[config.mk]
export PLATFORM = sky130hd
export DESIGN_NAME = bram_tx_stream_flat
export DESIGN_NICKNAME = d
export VERILOG_FILES = /design/src/rtl/tx_pkg.sv /design/src/rtl/bram_tx_stream_if.sv /design/src/rtl/axis_skid2.sv /design/src/rtl/bram_tx_stream.sv /design/src/flat_wrapper.sv
export SDC_FILE = /design/constraint.sdc
export NUM_CORES = 1
export LEC_CHECK = 0
export ABC_AREA = 1
export BUFFER_PORTS_ARGS = -buffer_cell sky130_fd_sc_hd__buf_2
export CAP_MARGIN = 0
export CORE_MARGIN = 5
export CORE_UTILIZATION = 45
export DETAILED_ROUTE_END_ITERATION = 12
export PLACE_DENSITY = 0.66
export REMOVE_ABC_BUFFERS = 1
export SLEW_MARGIN = 0
export SYNTH_ARGS = -nofsm -noshare
export SYNTH_HDL_FRONTEND = slang
export SYNTH_SLANG_ARGS = --single-unit
export TNS_END_PERCENT = 1
[constraint.sdc]
create_clock -name aclk -period 8.9 [get_ports aclk]
set_input_delay 1.335 -clock aclk [delete_from_list [all_inputs] [get_ports aclk]]
set_output_delay 1.335 -clock aclk [all_outputs]
set_load 0.1 [all_outputs]
[src/rtl/tx_pkg.sv]
// Shared types and constants for the BRAM-to-AXI-Stream packet read-out path.
package tx_pkg;

  typedef enum logic [3:0] {
    ST_IDLE  = 4'b0001,
    ST_READ  = 4'b0010,
    ST_DRAIN = 4'b0100,
    ST_DONE  = 4'b1000
  } state_e;

  localparam int MAX_BYTES  = 2048;
  localparam int BEAT_BYTES = 32;
  localparam int KEEP_W     = BEAT_BYTES;

  // A zero remainder means the final beat is completely full.
  function automatic logic [KEEP_W-1:0] last_keep(input logic [4:0] rem);
    logic [KEEP_W-1:0] keep;
    if (rem == 5'd0) begin
      keep = {KEEP_W{1'b1}};
    end else begin
      keep = (KEEP_W'(1) << rem) - KEEP_W'(1);
    end
    return keep;
  endfunction

endpackage

[src/rtl/bram_tx_stream_if.sv]
// AXI-Stream beat bundle; master drives data/keep/last/valid, slave drives ready.
interface bram_tx_stream_if #(parameter int DATA_W = 256);
  logic [DATA_W-1:0]   tdata;
  logic [DATA_W/8-1:0] tkeep;
  logic                tvalid;
  logic                tlast;
  logic                tready;

  modport master (output tdata, tkeep, tvalid, tlast, input tready);
  modport slave  (input tdata, tkeep, tvalid, tlast, output tready);
endinterface

[src/rtl/axis_skid2.sv]
// Two-entry fall-through skid buffer: an empty buffer forwards the in-flight BRAM word directly.
module axis_skid2
  import tx_pkg::*;
#(
  parameter int DATA_W = 256
) (
  input  logic              aclk,
  input  logic              areset,
  input  logic              in_valid,
  input  logic [DATA_W-1:0] in_data,
  input  logic [KEEP_W-1:0] in_keep,
  input  logic              in_last,
  output logic [1:0]        free_slots,
  bram_tx_stream_if.master  m_axis
);

  logic [DATA_W-1:0] data_r [2];
  logic [KEEP_W-1:0] keep_r [2];
  logic              last_r [2];
  logic              rd_ptr_r;
  logic              wr_ptr_r;
  logic [1:0]        count_r;
  logic              hs_s;
  logic              push_s;
  logic              pop_s;

  // Output selection and push/pop decode
  always_comb begin
    m_axis.tvalid = 1'b0;
    m_axis.tdata  = {DATA_W{1'b0}};
    m_axis.tkeep  = {KEEP_W{1'b0}};
    m_axis.tlast  = 1'b0;
    if (count_r != 2'd0) begin
      m_axis.tvalid = 1'b1;
      m_axis.tdata  = data_r[rd_ptr_r];
      m_axis.tkeep  = keep_r[rd_ptr_r];
      m_axis.tlast  = last_r[rd_ptr_r];
    end else if (in_valid) begin
      m_axis.tvalid = 1'b1;
      m_axis.tdata  = in_data;
      m_axis.tkeep  = in_keep;
      m_axis.tlast  = in_last;
    end else begin
      m_axis.tvalid = 1'b0;
    end
    hs_s       = m_axis.tvalid && m_axis.tready;
    pop_s      = (count_r != 2'd0) && hs_s;
    push_s     = in_valid && !((count_r == 2'd0) && hs_s);
    free_slots = 2'd2 - count_r;
  end

  // Storage, pointers and occupancy
  always_ff @(posedge aclk) begin
    if (areset) begin
      count_r   <= 2'd0;
      rd_ptr_r  <= 1'b0;
      wr_ptr_r  <= 1'b0;
      data_r[0] <= {DATA_W{1'b0}};
      data_r[1] <= {DATA_W{1'b0}};
      keep_r[0] <= {KEEP_W{1'b0}};
      keep_r[1] <= {KEEP_W{1'b0}};
      last_r[0] <= 1'b0;
      last_r[1] <= 1'b0;
    end else begin
      if (push_s) begin
        data_r[wr_ptr_r] <= in_data;
        keep_r[wr_ptr_r] <= in_keep;
        last_r[wr_ptr_r] <= in_last;
        wr_ptr_r         <= ~wr_ptr_r;
      end
      if (pop_s) begin
        rd_ptr_r <= ~rd_ptr_r;
      end
      count_r <= count_r + {1'b0, push_s} - {1'b0, pop_s};
    end
  end

endmodule

[src/rtl/bram_tx_stream.sv]
// Packet read-out: streams BRAM words 0..beats-1 as an AXI-Stream packet, then pulses finish.
module bram_tx_stream
  import tx_pkg::*;
#(
  parameter int DATA_W = 256,
  parameter int ADDR_W = 6
) (
  input  logic              aclk,
  input  logic              areset,
  input  logic              start,
  input  logic [15:0]       length_be,
  output logic              finish,
  output logic              busy,
  output logic [ADDR_W-1:0] bram_addrb,
  output logic              bram_enb,
  input  logic [DATA_W-1:0] bram_doutb,
  bram_tx_stream_if.master  m_axis
);

  localparam int CNT_W = ADDR_W + 1;

  state_e            state_r;
  state_e            state_next_s;
  logic [15:0]       len_eff_s;
  logic [CNT_W-1:0]  beats_s;
  logic [CNT_W-1:0]  beats_r;
  logic [CNT_W-1:0]  rd_cnt_r;
  logic [CNT_W-1:0]  wr_cnt_r;
  logic [CNT_W-1:0]  inflight_idx_r;
  logic [KEEP_W-1:0] keep_last_r;
  logic [KEEP_W-1:0] in_keep_s;
  logic              inflight_r;
  logic              in_last_s;
  logic              issue_s;
  logic              hs_s;
  logic              last_hs_s;
  logic [1:0]        free_slots_s;

  // Length clamp and beat count
  always_comb begin
    if (length_be > 16'(MAX_BYTES)) begin
      len_eff_s = 16'(MAX_BYTES);
    end else begin
      len_eff_s = length_be;
    end
    beats_s = CNT_W'((len_eff_s + 16'(BEAT_BYTES - 1)) / 16'(BEAT_BYTES));
  end

  // Reads are issued only when a skid slot is guaranteed for the returning word
  always_comb begin
    issue_s    = (state_r == ST_READ) && (rd_cnt_r < beats_r) &&
                 (free_slots_s > {1'b0, inflight_r});
    hs_s       = m_axis.tvalid && m_axis.tready;
    last_hs_s  = hs_s && (wr_cnt_r == beats_r - CNT_W'(1));
    in_last_s  = (inflight_idx_r == beats_r - CNT_W'(1));
    in_keep_s  = in_last_s ? keep_last_r : {KEEP_W{1'b1}};
    bram_enb   = issue_s;
    bram_addrb = rd_cnt_r[ADDR_W-1:0];
    finish     = (state_r == ST_DONE);
    busy       = (state_r != ST_IDLE) || (start && !areset);
  end

  // Next-state logic
  always_comb begin
    state_next_s = state_r;
    case (state_r)
      ST_IDLE: begin
        if (start) begin
          state_next_s = (beats_s == CNT_W'(0)) ? ST_DONE : ST_READ;
        end else begin
          state_next_s = ST_IDLE;
        end
      end
      ST_READ: begin
        if (issue_s && (rd_cnt_r == beats_r - CNT_W'(1))) begin
          state_next_s = ST_DRAIN;
        end else begin
          state_next_s = ST_READ;
        end
      end
      ST_DRAIN: begin
        if (last_hs_s) begin
          state_next_s = ST_DONE;
        end else begin
          state_next_s = ST_DRAIN;
        end
      end
      ST_DONE: state_next_s = ST_IDLE;
      default: state_next_s = ST_IDLE;
    endcase
  end

  // State, counters and in-flight tracking
  always_ff @(posedge aclk) begin
    if (areset) begin
      state_r        <= ST_IDLE;
      beats_r        <= CNT_W'(0);
      keep_last_r    <= {KEEP_W{1'b0}};
      rd_cnt_r       <= CNT_W'(0);
      wr_cnt_r       <= CNT_W'(0);
      inflight_r     <= 1'b0;
      inflight_idx_r <= CNT_W'(0);
    end else begin
      state_r        <= state_next_s;
      inflight_r     <= issue_s;
      inflight_idx_r <= rd_cnt_r;
      if ((state_r == ST_IDLE) && start) begin
        beats_r     <= beats_s;
        keep_last_r <= last_keep(len_eff_s[4:0]);
        rd_cnt_r    <= CNT_W'(0);
        wr_cnt_r    <= CNT_W'(0);
      end else begin
        if (issue_s) begin
          rd_cnt_r <= rd_cnt_r + CNT_W'(1);
        end
        if (hs_s) begin
          wr_cnt_r <= wr_cnt_r + CNT_W'(1);
        end
      end
    end
  end

  axis_skid2 #(.DATA_W(DATA_W)) u_skid (
    .aclk       (aclk),
    .areset     (areset),
    .in_valid   (inflight_r),
    .in_data    (bram_doutb),
    .in_keep    (in_keep_s),
    .in_last    (in_last_s),
    .free_slots (free_slots_s),
    .m_axis     (m_axis)
  );

endmodule

[src/flat_wrapper.sv]
// flat-port wrapper written by rule: the top's interface ports become plain ports
module bram_tx_stream_flat import tx_pkg::*;
#(
  parameter int DATA_W = 256,
  parameter int ADDR_W = 6
)
  (aclk, areset, start, length_be, finish, busy, bram_addrb, bram_enb, bram_doutb, m_axis_tdata, m_axis_tkeep, m_axis_tvalid, m_axis_tlast, m_axis_tready);
  bram_tx_stream_if #(.DATA_W(DATA_W)) m_axis_i ();
  input  logic aclk;
  input  logic areset;
  input  logic start;
  input  logic [15:0] length_be;
  output logic finish;
  output logic busy;
  output logic [ADDR_W-1:0] bram_addrb;
  output logic bram_enb;
  input  logic [DATA_W-1:0] bram_doutb;
  output wire logic [$bits(m_axis_i.tdata)-1:0] m_axis_tdata;
  output wire logic [$bits(m_axis_i.tkeep)-1:0] m_axis_tkeep;
  output wire logic [$bits(m_axis_i.tvalid)-1:0] m_axis_tvalid;
  output wire logic [$bits(m_axis_i.tlast)-1:0] m_axis_tlast;
  input wire logic [$bits(m_axis_i.tready)-1:0] m_axis_tready;
  assign m_axis_tdata = m_axis_i.tdata;
  assign m_axis_tkeep = m_axis_i.tkeep;
  assign m_axis_tvalid = m_axis_i.tvalid;
  assign m_axis_tlast = m_axis_i.tlast;
  assign m_axis_i.tready = m_axis_tready;
  bram_tx_stream #(.DATA_W(DATA_W), .ADDR_W(ADDR_W)) u_core (.aclk(aclk), .areset(areset), .start(start), .length_be(length_be), .finish(finish), .busy(busy), .bram_addrb(bram_addrb), .bram_enb(bram_enb), .bram_doutb(bram_doutb), .m_axis(m_axis_i));
endmodule
==> flow_metrics.tcl <==
set metrics [dict create \
    run_status "finished clean" \
    power.density_nw_per_um2 183 \
    insertion_delay_ns 0.61 \
    final_cell_mix "1201 x nor2_1, 578 x edfxtp_1, 574 x buf_2, 432 x inv_1, 289 x o32ai_1" \
    worst_ep_required_time_ns 7.57 \
    path_buf_inv 3 \
    tightest_slew_ns 1.16 \
    numClockSinks 648 \
    htree_levels 3 \
    vias_per_cell 5.35 \
    synth_top_area_share_pct 56.3 \
    cts_setup_buffers 0 \
    yosysTopAreaCell "edfxtp_1" \
    hold_depth 2 \
    critical_path_class "register to output pin" \
    numCtsBuffers 72 \
    postCtsResizedCells 0 \
    drv_cap 0 \
    grt_max_degree 172 \
    final_layout_size_suffix_gt1_share_pct 19.5 \
    ys_dominant_reg_cell "edfxtp_1" \
    cts_tree "done" \
    maxClockFrequency_mhz 193 \
    skew_ns 0.0185 \
    synth_cells 3262 \
    nNetsFinal 4011 \
    synthToLayoutAreaGrowth_pct 18.5 \
    hold_class "register to register" \
    leakage_nw 17.0 \
    finalCritPeriodShare_pct 58.1 \
    cp_cell_sequence "inv_1 -> ha_4 -> nand2_4 -> buf_12 -> o32ai_1 -> buf_2" \
    cp_slowest_cell "ha_4" \
    synth_area_sq_um 30800 \
    setup_viol 0 \
    wl_per_cell_um 19.2 \
    die_h_um 272 \
    grt_pass1_vias 23700 \
    worstSetupEndpointType "output pin" \
    gp_congestion 0.891 \
    crit_family "buffers and inverters" \
    arrival_ns 3.84 \
    portBuffers 574 \
    die_w_um 272 \
    grt_pass1_wl_um 135000 \
    yosysWarnings 0 \
    hold_ws_ns 0.462 \
    ys_types 50 \
    cts_buffer_depth 3 \
    worstSetupStartpointType "register" \
    antenna_found_initial 8 \
    async_reset_ff_share_pct 0 \
    p_total_mw 6.70 \
    slew_violations 0 \
    ir_drop_uv 149 \
    slowest_delay_ns 0.59 \
    min_period_ns 5.17 \
    holdBufCountCts 0 \
    synth_seq_cells 648 \
    rows 96 \
    final_area_sq_um 36500 \
    final_common_cell "nor2_1" \
    drc_errors 0 \
    start_util_pct 45.2 \
    hold_viol_final 0 \
    clk_pin_slew_worst_paths_ns 0.06 \
    ys_seq_area_share_pct 60.9 \
    synth_edf_count 578 \
    slew-limit-headroom_pct 22.9 \
    placed_cell_area_sq_um 34300 \
    synth_area_leaders "edfxtp_1 56%, nor2_1 15%, o32ai_1 8.2%, inv_1 5.3%, dfxtp_1 4.5%" \
    drt-pass1-iter-count 5 \
    grt_overflow 0 \
    path_depth 6 \
    rsz0062_at_grt "false" \
    postRouteAntennaNets 0 \
    routed_wl_um 89400 \
    drtIter0Drc 2303 \
    syn_area_per_cell_sq_um 9.45 \
    pin_count 575 \
    dp_hpwl_um 55300 \
    final_util_pct 53.5 \
    reg2reg_depth 9 \
    cts-root-buf "clkbuf_16" \
    dieArea_sq_um 73800 \
    grt_usage_pct 23.0 \
    core_sq_um 68200 \
    vias 24900 \
    crit_fanout 161 \
]
## cell families (layout without fill, tap and decap cells)
logic type / Yosys count / count (layout) / share of synthesized area, %
AOI/OAI and AO/OA: 394 / 394 / 10.2
xor gates and xnor gates: 20 / 20 / 0.569
adders and majority gates: 15 / 15 / 0.609
buffers and inverters: 652 / 1166 / 8.10
DFF: 648 / 648 / 60.9
other: 0 / 5 / 0
and+or+nand+nor: 1533 / 1533 / 19.7
## flip-flops by register name (all words and copies together), names as in the netlist, 2 cells and up, named ones only
signal / count
u_core.wr_cnt_r: 7
u_core.u_skid.last_r: 2
u_core.u_skid.keep_r: 64
u_core.rd_cnt_r: 7
u_core.state_r: 4
u_core.beats_r: 7
u_core.u_skid.count_r: 2
u_core.keep_last_r: 32
u_core.u_skid.data_r: 512
u_core.inflight_idx_r: 7
## final timing paths
check                                               from                          end  slack, ns
worst max-delay path            u_core.u_skid.count_r[0]            m_axis_tdata[252]       3.73
worst max register to register  u_core.u_skid.count_r[0]  u_core.u_skid.data_r[0][76]       4.90
worst min register to register     u_core.keep_last_r[7]        u_core.keep_last_r[7]       0.46
worst min-delay path               u_core.keep_last_r[7]        u_core.keep_last_r[7]       0.46
## tightest hold or removal path: cells and delay by family, from the launching register on
family           cells  cell delay, ns
and+or+nand+nor      2            0.11
DFF                  1            0.31
## power by group
part           internal (mW)  switching (mW)
Combinational          0.103           0.297
Clock                   1.64            1.21
Sequential              3.41          0.0374
Total                   5.16            1.54
## final cells by class
| class | instances | area (sq um) |
|---|---|---|
| diodes | 5 | 12.5 |
| inverters | 439 | 1670 |
| well taps | 882 | 1100 |
| multi-input cells | 1962 | 9600 |
| flip-flops and latches | 648 | 18800 |
| fillers | 6272 | 31700 |
| clock inverters | 26 | 250 |
| repair buffers | 597 | 3150 |
| clock buffers | 104 | 1970 |
## stage by stage
stage / worst slack (ns) / TNS [ns] / std cells
after global placement: 4.15 / 0 / 4528
final: 3.73 / 0 / 4663
after detailed placement: 4.12 / 0 / 4528
after CTS: 3.77 / 0 / 4658
after floorplan: -9.19 / -7774.37 / 3049
after global routing: 3.57 / 0 / 4660
## synth_stat cells (3+ instances only)
cell type     n
inv_1       432
edfxtp_1    578
a21oi_1      43
clkinv_1      3
nand2_4       3
nor2_1     1202
nor4_1        6
a211oi_1      3
nand3_2       5
o21a_1        3
nand2_2       4
xnor2_1       5
buf_1        18
o211ai_1      5
clkbuf_1    180
ha_1         15
o32ai_1     289
nor2_4        6
nand2_1     216
nor3_1       11
nand3_1      51
xor2_1       15
nand4_1      11
buf_4         7
dfxtp_1      70
inv_2         4
nor2_2        8
o21ai_0      31
o22ai_1       7
buf_2         6
## metal layers
layer	routed length (um)	GRT usage, %	up-vias
met1	36200	30.3	12000
met2	43200	37.7	866
met4	3460	9.35	8
met5	68	0	-
met3	6480	4.49	174
li1	-	-	11900
(Power assumes the default switching activity.)
